## config.mk

```make
export PLATFORM = sky130hd
export DESIGN_NAME = bram_reader
export DESIGN_NICKNAME = d
export VERILOG_FILES = /design/src/rtl/bram_reader_pkg.sv /design/src/rtl/bram_reader_stream_fifo2.sv /design/src/rtl/bram_reader.sv
export SDC_FILE = /design/constraint.sdc
export NUM_CORES = 1
export LEC_CHECK = 0
export BUFFER_PORTS_ARGS = -buffer_cell sky130_fd_sc_hd__buf_4
export CAP_MARGIN = 10
export CORE_MARGIN = 8
export CORE_UTILIZATION = 35
export DETAILED_ROUTE_END_ITERATION = 10
export GPL_TIMING_DRIVEN = 0
export PLACE_DENSITY = 0.59
export SLEW_MARGIN = 20
export SYNTH_ARGS = -nofsm -noshare
export SYNTH_HDL_FRONTEND = slang
export SYNTH_SLANG_ARGS = --single-unit
```

## constraint.sdc

```tcl
create_clock -name clk -period 4.2 [get_ports clk]
set_input_delay 0.42 -clock clk [delete_from_list [all_inputs] [get_ports clk]]
set_output_delay 0.42 -clock clk [all_outputs]
set_load 0.01 [all_outputs]
```

## src/rtl/bram_reader_pkg.sv

```systemverilog
//------------------------------------------------------------------------------
// Module   : bram_reader_pkg
// Brief    : Shared encodings and defaults for the BRAM capture writer/reader.
// Revision : 1.0 - initial release
//------------------------------------------------------------------------------
`default_nettype none

package bram_reader_pkg;

    localparam int DEF_ADDR_W  = 14;
    localparam int DEF_DATA_W  = 32;
    localparam int BRAM_RD_LAT = 1;
    localparam int FIFO_DEPTH  = 2;

    typedef enum logic [0:0] {
        ST_IDLE = 1'b0,
        ST_RUN  = 1'b1
    } state_t;

endpackage

`default_nettype wire

```

## src/rtl/bram_reader_stream_fifo2.sv

```systemverilog
//------------------------------------------------------------------------------
// Module   : stream_fifo2
// Brief    : 2-entry {last, data} FIFO; head is held stable until popped.
// Revision : 1.0 - initial release
//------------------------------------------------------------------------------
`default_nettype none

module stream_fifo2 #(
    parameter int DATA_W = 32
) (
    input  logic              clk,
    input  logic              rst,
    input  logic              push_i,
    input  logic [DATA_W-1:0] push_data_i,
    input  logic              push_last_i,
    input  logic              pop_i,
    output logic [DATA_W-1:0] data_o,
    output logic              last_o,
    output logic [1:0]        count_o
);

    logic [DATA_W-1:0] data_q [2];
    logic [1:0]        last_q;
    logic              wr_ptr_q;
    logic              rd_ptr_q;
    logic [1:0]        count_q;

    logic do_pop;
    logic do_push;

    assign do_pop  = pop_i && (count_q != 2'd0);
    assign do_push = push_i && ((count_q != 2'd2) || do_pop);

    always_ff @(posedge clk) begin
        if (rst) begin
            data_q[0] <= '0;
            data_q[1] <= '0;
            last_q    <= '0;
            wr_ptr_q  <= 1'b0;
            rd_ptr_q  <= 1'b0;
            count_q   <= 2'd0;
        end else begin
            if (do_push) begin
                data_q[wr_ptr_q] <= push_data_i;
                last_q[wr_ptr_q] <= push_last_i;
                wr_ptr_q         <= ~wr_ptr_q;
            end
            if (do_pop) begin
                rd_ptr_q <= ~rd_ptr_q;
            end
            if (do_push && !do_pop) begin
                count_q <= count_q + 2'd1;
            end else if (!do_push && do_pop) begin
                count_q <= count_q - 2'd1;
            end
        end
    end

    assign data_o  = data_q[rd_ptr_q];
    assign last_o  = last_q[rd_ptr_q];
    assign count_o = count_q;

endmodule

`default_nettype wire

```

## src/rtl/bram_reader.sv

```systemverilog
//------------------------------------------------------------------------------
// Module   : bram_reader
// Brief    : Streams words 0..len-1 from BRAM port B as AXI4-Stream on rdy edge.
// Revision : 1.0 - initial release
//------------------------------------------------------------------------------
`default_nettype none

module bram_reader
    import bram_reader_pkg::*;
#(
    parameter int ADDR_W = DEF_ADDR_W,
    parameter int DATA_W = DEF_DATA_W
) (
    input  logic              clk,
    input  logic              rst,
    input  logic              rdy,
    input  logic [ADDR_W-1:0] len,
    output logic [ADDR_W-1:0] bram_addr,
    output logic              bram_en,
    output logic [3:0]        bram_we,
    input  logic [DATA_W-1:0] bram_dout,
    output logic [DATA_W-1:0] m_axis_tdata,
    output logic              m_axis_tvalid,
    input  logic              m_axis_tready,
    output logic              m_axis_tlast,
    output logic              busy,
    output logic              done,
    output logic              overrun
);

    localparam logic [ADDR_W:0] PTR_ONE = (ADDR_W+1)'(1);

    state_t            state_q, state_d;
    logic              rdy_q;
    logic [ADDR_W-1:0] len_q, len_d;
    logic [ADDR_W:0]   rd_ptr_q, rd_ptr_d;
    logic              inflight_q;
    logic              inflight_last_q;
    logic              zero_done_q;

    logic [1:0]        fifo_count;
    logic [DATA_W-1:0] head_data;
    logic              head_last;

    logic              start;
    logic              tvalid;
    logic              pop;
    logic [2:0]        occ;
    logic              issue;
    logic              issue_last;
    logic              last_pop;

    assign start      = rdy & ~rdy_q;
    assign tvalid     = (fifo_count != 2'd0);
    assign pop        = tvalid & m_axis_tready;
    assign last_pop   = pop & head_last;
    // Occupancy after this cycle's pop, counting the read whose data lands next cycle.
    assign occ        = {1'b0, fifo_count} + {2'b00, inflight_q} - {2'b00, pop};
    assign issue      = (state_q == ST_RUN) && (rd_ptr_q < {1'b0, len_q}) && (occ < 3'd2);
    assign issue_last = (rd_ptr_q == ({1'b0, len_q} - PTR_ONE));

    always_comb begin
        state_d  = state_q;
        len_d    = len_q;
        rd_ptr_d = rd_ptr_q;
        case (state_q)
            ST_IDLE: begin
                if (start && (len != '0)) begin
                    state_d  = ST_RUN;
                    len_d    = len;
                    rd_ptr_d = '0;
                end
            end
            ST_RUN: begin
                if (issue) begin
                    rd_ptr_d = rd_ptr_q + PTR_ONE;
                end
                if (last_pop) begin
                    state_d = ST_IDLE;
                end
            end
            default: state_d = ST_IDLE;
        endcase
    end

    always_ff @(posedge clk) begin
        if (rst) begin
            state_q         <= ST_IDLE;
            rdy_q           <= 1'b0;
            len_q           <= '0;
            rd_ptr_q        <= '0;
            inflight_q      <= 1'b0;
            inflight_last_q <= 1'b0;
            zero_done_q     <= 1'b0;
        end else begin
            state_q         <= state_d;
            rdy_q           <= rdy;
            len_q           <= len_d;
            rd_ptr_q        <= rd_ptr_d;
            inflight_q      <= issue;
            inflight_last_q <= issue & issue_last;
            zero_done_q     <= (state_q == ST_IDLE) & start & (len == '0);
        end
    end

    stream_fifo2 #(
        .DATA_W (DATA_W)
    ) u_fifo (
        .clk         (clk),
        .rst         (rst),
        .push_i      (inflight_q),
        .push_data_i (bram_dout),
        .push_last_i (inflight_last_q),
        .pop_i       (pop),
        .data_o      (head_data),
        .last_o      (head_last),
        .count_o     (fifo_count)
    );

    assign bram_en       = issue;
    assign bram_addr     = rd_ptr_q[ADDR_W-1:0];
    assign bram_we       = 4'b0000;
    assign m_axis_tdata  = head_data;
    assign m_axis_tvalid = tvalid;
    assign m_axis_tlast  = head_last & tvalid;
    assign busy          = (state_q == ST_RUN);
    assign done          = last_pop | zero_done_q;
    assign overrun       = start & (state_q == ST_RUN);

endmodule

`default_nettype wire

```

==> impl_metrics.json, run 1 <==
{
  "status": "finished, final reports clean",
  "clk_latency_ns": 0.36,
  "fillerInstances": 1444,
  "r2r_cells": 14,
  "routedWlPerCell_um": 16.6,
  "period_share_pct": 86.4,
  "cp.depth": 13,
  "grt_pass1_wl_mm": 22.0,
  "drv_cap": 0,
  "r2r-start": "u_fifo.count_o[1]",
  "coreArea_sq_um": 15200,
  "yosysWarnings": 0,
  "crit_path_top_delay_cell": "fa_1",
  "via_count": 4130,
  "max_stage_delay_ns": 0.43,
  "postSynthAreaPerCell_sq_um": 10.5,
  "ant_nets": 0,
  "clock-sinks": 105,
  "critPathBufInv": 4,
  "p_leak_nw": 2.81,
  "start_kind": "register",
  "track_usage_pct": 14.0,
  "area_growth_pct": 25.2,
  "grt_pass1_vias": 4270,
  "overflow": 0,
  "rsz0062_at_grt": "false",
  "worstHoldStart": "rdy",
  "cp_max_fo": 4,
  "wirelength_mm": 13.7,
  "post_cts_buffers": 0,
  "synthFlopType": "edfxtp_1",
  "ios": 106,
  "drt_iter0_markers": 220,
  "clk_pin_slew_ns": 0.08,
  "n_antenna_cell": 0,
  "dpl.hpwl_mm": 10.4,
  "synth-edff-count": 64,
  "synth_area_leader_cell": "edfxtp_1",
  "worstHoldEndpoint": "rdy_q",
  "clockBufferDepth": 2,
  "synthMostInstantiatedCell": "and2_1",
  "crit_path_end_kind": "output port",
  "holdPathStages": 2,
  "drt_first_pass_iters": 4,
  "post-route-min-period_ns": 3.63,
  "finalSetupTns_ns": 0,
  "post-route-util_pct": 44.8,
  "netlist_instances": 516,
  "numCtsBuffers": 9,
  "fmax_mhz": 275,
  "portBuffers": 100,
  "hold_buffers": 0,
  "drc_errors": 0,
  "crit_arrival_ns": 3.21,
  "finalHoldViolations": 0,
  "syn_area_sq_um": 5440,
  "vias_per_cell": 5.01,
  "ys_ff_latch": 105,
  "yosysSeqAreaShare_pct": 50.4,
  "die-area_sq_um": 19800,
  "worst_path_dominant_cell_family": "simple AND/OR/NAND/NOR gates",
  "cts-root-buf": "clkbuf_16",
  "ys_top_cells_by_count": "and2_1, edfxtp_1, dfxtp_1, nor2_1, a21oi_1",
  "synth_area_leaders": "edfxtp_1, dfxtp_1, and2_1",
  "synth_cell_types": 50,
  "grt_start_max_net_pins": 29,
  "async_flop_share_pct": 0,
  "worstSetupPathType": "reg2out",
  "peakVddDrop_v": 0.000202,
  "cts_resized": 0,
  "hp-class": "in2reg",
  "p_per_area_nw_per_um2": 434,
  "slew_viol_final": 0,
  "required_ns": 3.78,
  "die_x_um": 141,
  "start_util_pct": 35.8,
  "ff2ff_setup_slack_ns": 0.77,
  "die_h_um": 141,
  "worst_pin_slew_ns": 0.807,
  "antenna_found_initial": 0,
  "yosysTopAreaCellShare_pct": 35.3,
  "fp-row-count": 45,
  "setup_viol": 0,
  "reg2reg_to": "rd_ptr_q[5]",
  "htree_levels": 3,
  "tritoncts": "yes",
  "drive_gt1_share_pct": 28.1,
  "gp_congestion": 0.866,
  "crit_path_cell_trace": "inv_1, nand2_1, nand2_1, inv_1, ha_1, nor2b_1, fa_1, nor4b_1, o311ai_1, a21oi_1, and2_1, clkbuf_1, buf_4",
  "nets": 701,
  "slew_headroom_pct": 45.8,
  "fin_skew_ns": 0.0112
}
## sequential cells by signal, indices dropped and copies added, names as in the netlist, named ones only
name,cells
rd_ptr_q,15
rdy_q,1
u_fifo.count_o,2
len_q,14
u_fifo.rd_ptr_q,1
inflight_last_q,1
u_fifo.data_q,64
u_fifo.wr_ptr_q,1
inflight_q,1
busy,1
u_fifo.last_q,2
zero_done_q,1
## power by group
group	internal (mW)	total (mW)	leakage, nW	switching (mW)
Clock	0.479	0.894	0.155	0.415
Sequential	1.19	1.24	0.996	0.0500
Combinational	0.400	0.822	1.65	0.422
Total	2.07	2.96	2.81	0.888
## how the worst max path moves through the flow
stage	endpoint	startpoint	slack [ns]
after global placement	u_fifo.last_q[0]	m_axis_tready	-0.87
after CTS	bram_en	u_fifo.count_o[1]	0.55
final	bram_en	u_fifo.count_o[1]	0.57
after global routing	bram_en	u_fifo.count_o[1]	0.32
after floorplan	u_fifo.data_q[0][0]	u_fifo.count_o[1]	0.79
after detailed placement	rd_ptr_q[5]	u_fifo.count_o[1]	0.79
## layer usage
layer	track usage (%)	vias up	wire length (um)
met5	0	-	0
met4	5.54	0	236
met3	3.51	15	873
met2	23.3	122	6450
met1	17.1	1955	6170
li1	-	2038	-
## layout make-up
cell class	instances	area [sq um]	area share (%)
multi-input cells	345	2400	35.2
repair buffers	102	798	11.7
well taps	188	235	3.45
clock buffers	9	225	3.31
plain buffers	43	229	3.36
inverters	26	97.6	1.43
clock inverters	7	87.6	1.29
flip-flops and latches	105	2740	40.3
## per-stage QoR
stage	std cells	hold slack [ns]	power (mW)	instance area (sq um)	worst slack (ns)
after global routing	825	0.310	3.11	6810	0.323
final	825	0.304	2.96	6810	0.570
after floorplan	519	0.425	1.75	5450	0.791
after detailed placement	809	0.459	2.09	6500	0.792
after global placement	807	0.451	2.08	6440	-0.866
after CTS	825	0.288	3.00	6810	0.552
## logic make-up (layout without fill, tap and decap cells)
logic type                 Yosys count  after routing  share of synthesized area (%)
muxes                               37             37                           7.57
AOI/OAI and AO/OA                   73             73                           8.30
DFF                                105            105                           50.4
xor gates and xnor gates            22             22                           3.54
and+or+nand+nor                    190            190                           19.6
other                                1              4                         0.0689
adders and majority gates           19             19                           4.51
buffers and inverters               69            187                           6.00
## placed cells by master, fill, tap and decap left out, types with 3 or more instances in the layout
master     netlist  final
buf_4           18    118
and2_1          67     67
edfxtp_1        64     64
nor2_1          41     41
dfxtp_1         41     41
a21oi_1         38     38
mux2_2          33     33
inv_1           26     26
clkbuf_1        19     19
nand2_1         19     18
ha_1            18     18
o21ai_0         17     16
xor2_1          14     14
nand4_1         10     10
or3_1            9      9
nor3_1           9      9
clkbuf_16        0      9
xnor2_1          8      8
buf_1            6      6
nand3_1          6      6
mux2i_1          4      4
and3_1           4      4
o31ai_1          4      4
or4_1            4      4
conb_1           1      4
nor3b_1          3      3
nor4_1           3      3
inv_6            0      3
No activity file was read; power rests on OpenSTA's default activity.
==> run 2, diff against run 1 <==
==> constraint.sdc (replaced) <==
create_clock -name clk -period 4.2 [get_ports clk]
set_input_delay 0.84 -clock clk [delete_from_list [all_inputs] [get_ports clk]]
set_output_delay 0.84 -clock clk [all_outputs]
set_load 0.01 [all_outputs]
==> run 2 against run 1 <==
  * Clock skew barely moved
  * Highest routed layer unchanged
  * Via count rose by 0.80%
  * Final cell count fell by 0.12%
==> impl_metrics.json, run 2 (same netlist as run 1, synthesis figures left out) <==
{
  "largest-register": "u_fifo.data_q",
  "p_sw_share_pct": 30.0,
  "r2r-start": "u_fifo.count_o[1]",
  "p_per_area_nw_per_um2": 434,
  "post_dp_cell_area_sq_um": 6500,
  "drt_iter0_markers": 215,
  "wirelength_mm": 13.7,
  "worst_path_dominant_cell_family": "simple AND/OR/NAND/NOR gates",
  "ff2ff_setup_slack_ns": 0.74,
  "worstHoldEndpoint": "u_fifo.last_q[1]",
  "p_switching_uw": 887,
  "worstHoldStart": "inflight_last_q",
  "design_area_sq_um": 6810,
  "worst_pin_slew_ns": 0.807,
  "post-route-min-period_ns": 3.95,
  "numCtsBuffers": 9,
  "period_share_pct": 94.1,
  "crit_path_cell_trace": "buf_4, nand2_1, inv_1, ha_1, nor2b_1, fa_1, nor4b_1, o311ai_1, a21oi_1, and2_1, buf_4",
  "gp_congestion": 0.866,
  "grt_use_met3_pct": 3.51,
  "crit_arrival_ns": 3.11,
  "dpl.hpwl_mm": 10.4,
  "clk_pin_slew_ns": 0.07,
  "grt_busiest_layer": "met2",
  "drv_cap": 0,
  "grt_pass1_wl_mm": 22.0,
  "ios": 106,
  "max_stage_delay_ns": 0.43,
  "ant_nets": 0,
  "grt_util_met2_pct": 23.3,
  "cp_max_fo": 4,
  "finalHoldViolations": 0,
  "p_seq_share_pct": 42.0,
  "status": "finished, final reports clean",
  "htree_levels": 3,
  "drt_first_pass_iters": 5,
  "fin_skew_ns": 0.0111,
  "tritoncts": "yes",
  "hp-class": "reg2reg",
  "drc_errors": 0,
  "grt_pass1_vias": 4270,
  "antenna_found_initial": 0,
  "worstSetupPathType": "in2out",
  "fp-row-count": 45,
  "die_x_um": 141,
  "start_kind": "input port",
  "track_usage_pct": 14.0,
  "routedWlPerCell_um": 16.7,
  "combPwrFrac_pct": 27.7,
  "area_growth_pct": 25.1,
  "nets": 700,
  "coreArea_sq_um": 15200,
  "holdWs_ns": 0.488,
  "slew_viol_final": 0,
  "hold_buffers": 0,
  "final_cell_mix": "buf_4, and2_1, edfxtp_1",
  "reg2reg_to": "rd_ptr_q[5]",
  "overflow": 0,
  "vias_per_cell": 5.05,
  "slew_headroom_pct": 45.8,
  "cpMostUsedCell": "buf_4",
  "crit_path_top_delay_cell": "fa_1",
  "portBuffers": 100,
  "via_count": 4163,
  "setup_viol": 0,
  "final_common_cell": "buf_4",
  "post_cts_buffers": 0,
  "required_ns": 3.36,
  "p_leak_nw": 2.80,
  "holdPathStages": 2,
  "fmax_mhz": 253,
  "grt_start_max_net_pins": 29,
  "peakVddDrop_v": 0.000202,
  "cts_resized": 0,
  "drive_gt1_share_pct": 28.1,
  "top_regs": "u_fifo.data_q x64, rd_ptr_q x15, len_q x14",
  "use_met1_pct": 17.1,
  "power.internal_mw": 2.07,
  "die_h_um": 141,
  "rsz0062_at_grt": "false",
  "critPathBufInv": 3,
  "crit_path_end_kind": "output port",
  "n_antenna_cell": 0,
  "largest_reg_flops": 64,
  "die-area_sq_um": 19800,
  "cts-root-buf": "clkbuf_16",
  "start_util_pct": 35.8,
  "r2r_cells": 14,
  "clock-sinks": 105,
  "clockBufferDepth": 2,
  "power.share.clock_pct": 30.3,
  "clk_latency_ns": 0.36
}
-- run 2: stage by stage --
step / TNS [ns] / total power, mW / util, % / instances / worst slack [ns]
final: 0 / 2.95 / 44.8 / 824 / 0.249
after global routing: 0 / 3.11 / 44.8 / 824 / 0.0208
after CTS: 0 / 3.00 / 44.8 / 825 / 0.132
after detailed placement: 0 / 2.09 / 42.8 / 809 / 0.175
after global placement: -40.67 / 2.08 / 42.4 / 807 / -1.29
after floorplan: 0 / 1.75 / - / 519 / 0.416
-- run 2: worst max path at each step --
stage / start / end / slack, ns / cells after the start
global route: u_fifo.count_o[1] / bram_en / 0.02 / 12
global placement: m_axis_tready / u_fifo.last_q[0] / -1.29 / 5
floorplan: m_axis_tready / u_fifo.data_q[0][0] / 0.42 / 3
finish: m_axis_tready / bram_en / 0.25 / 11
CTS: u_fifo.count_o[1] / bram_en / 0.13 / 13
detailed placement: m_axis_tready / bram_en / 0.18 / 12
-- run 2: power groups by stage --
stage / registers (mW) / logic, mW / clock network, mW
after global routing: 1.25 / 0.902 / 0.954
final: 1.24 / 0.820 / 0.895
after floorplan: 1.25 / 0.494 / 0
after detailed placement: 1.26 / 0.829 / 0
after global placement: 1.27 / 0.812 / 0
after CTS: 1.24 / 0.837 / 0.921
-- run 2: worst register-to-register path: stages (launching register included) --
cell and delay (ns):
dfxtp_1 0.35, inv_1 0.14, nand2_1 0.09, nand2_1 0.14, inv_1 0.06, ha_1 0.26, nor2b_1 0.15, fa_1 0.43
nor4b_1 0.30, o311ai_1 0.15, a21oi_1 0.23, a21oi_1 0.24, clkbuf_1 0.28, or3_1 0.40, a21oi_1 0.17
-- run 2: layout make-up --
type | instances | area (sq um)
fillers | 1446 | 8390
flip-flops and latches | 105 | 2740
multi-input cells | 345 | 2400
repair buffers | 102 | 798
well taps | 188 | 235
clock buffers | 9 | 225
plain buffers | 42 | 225
inverters | 26 | 97.6
clock inverters | 7 | 87.6
-- run 2: routing by layer --
metal  up-vias  part of all wire, %
met1      1967                   44
met2       143                   47
li1       2036                    -
met4         0                  1.8
met3        17                  7.0
met5         -                    0
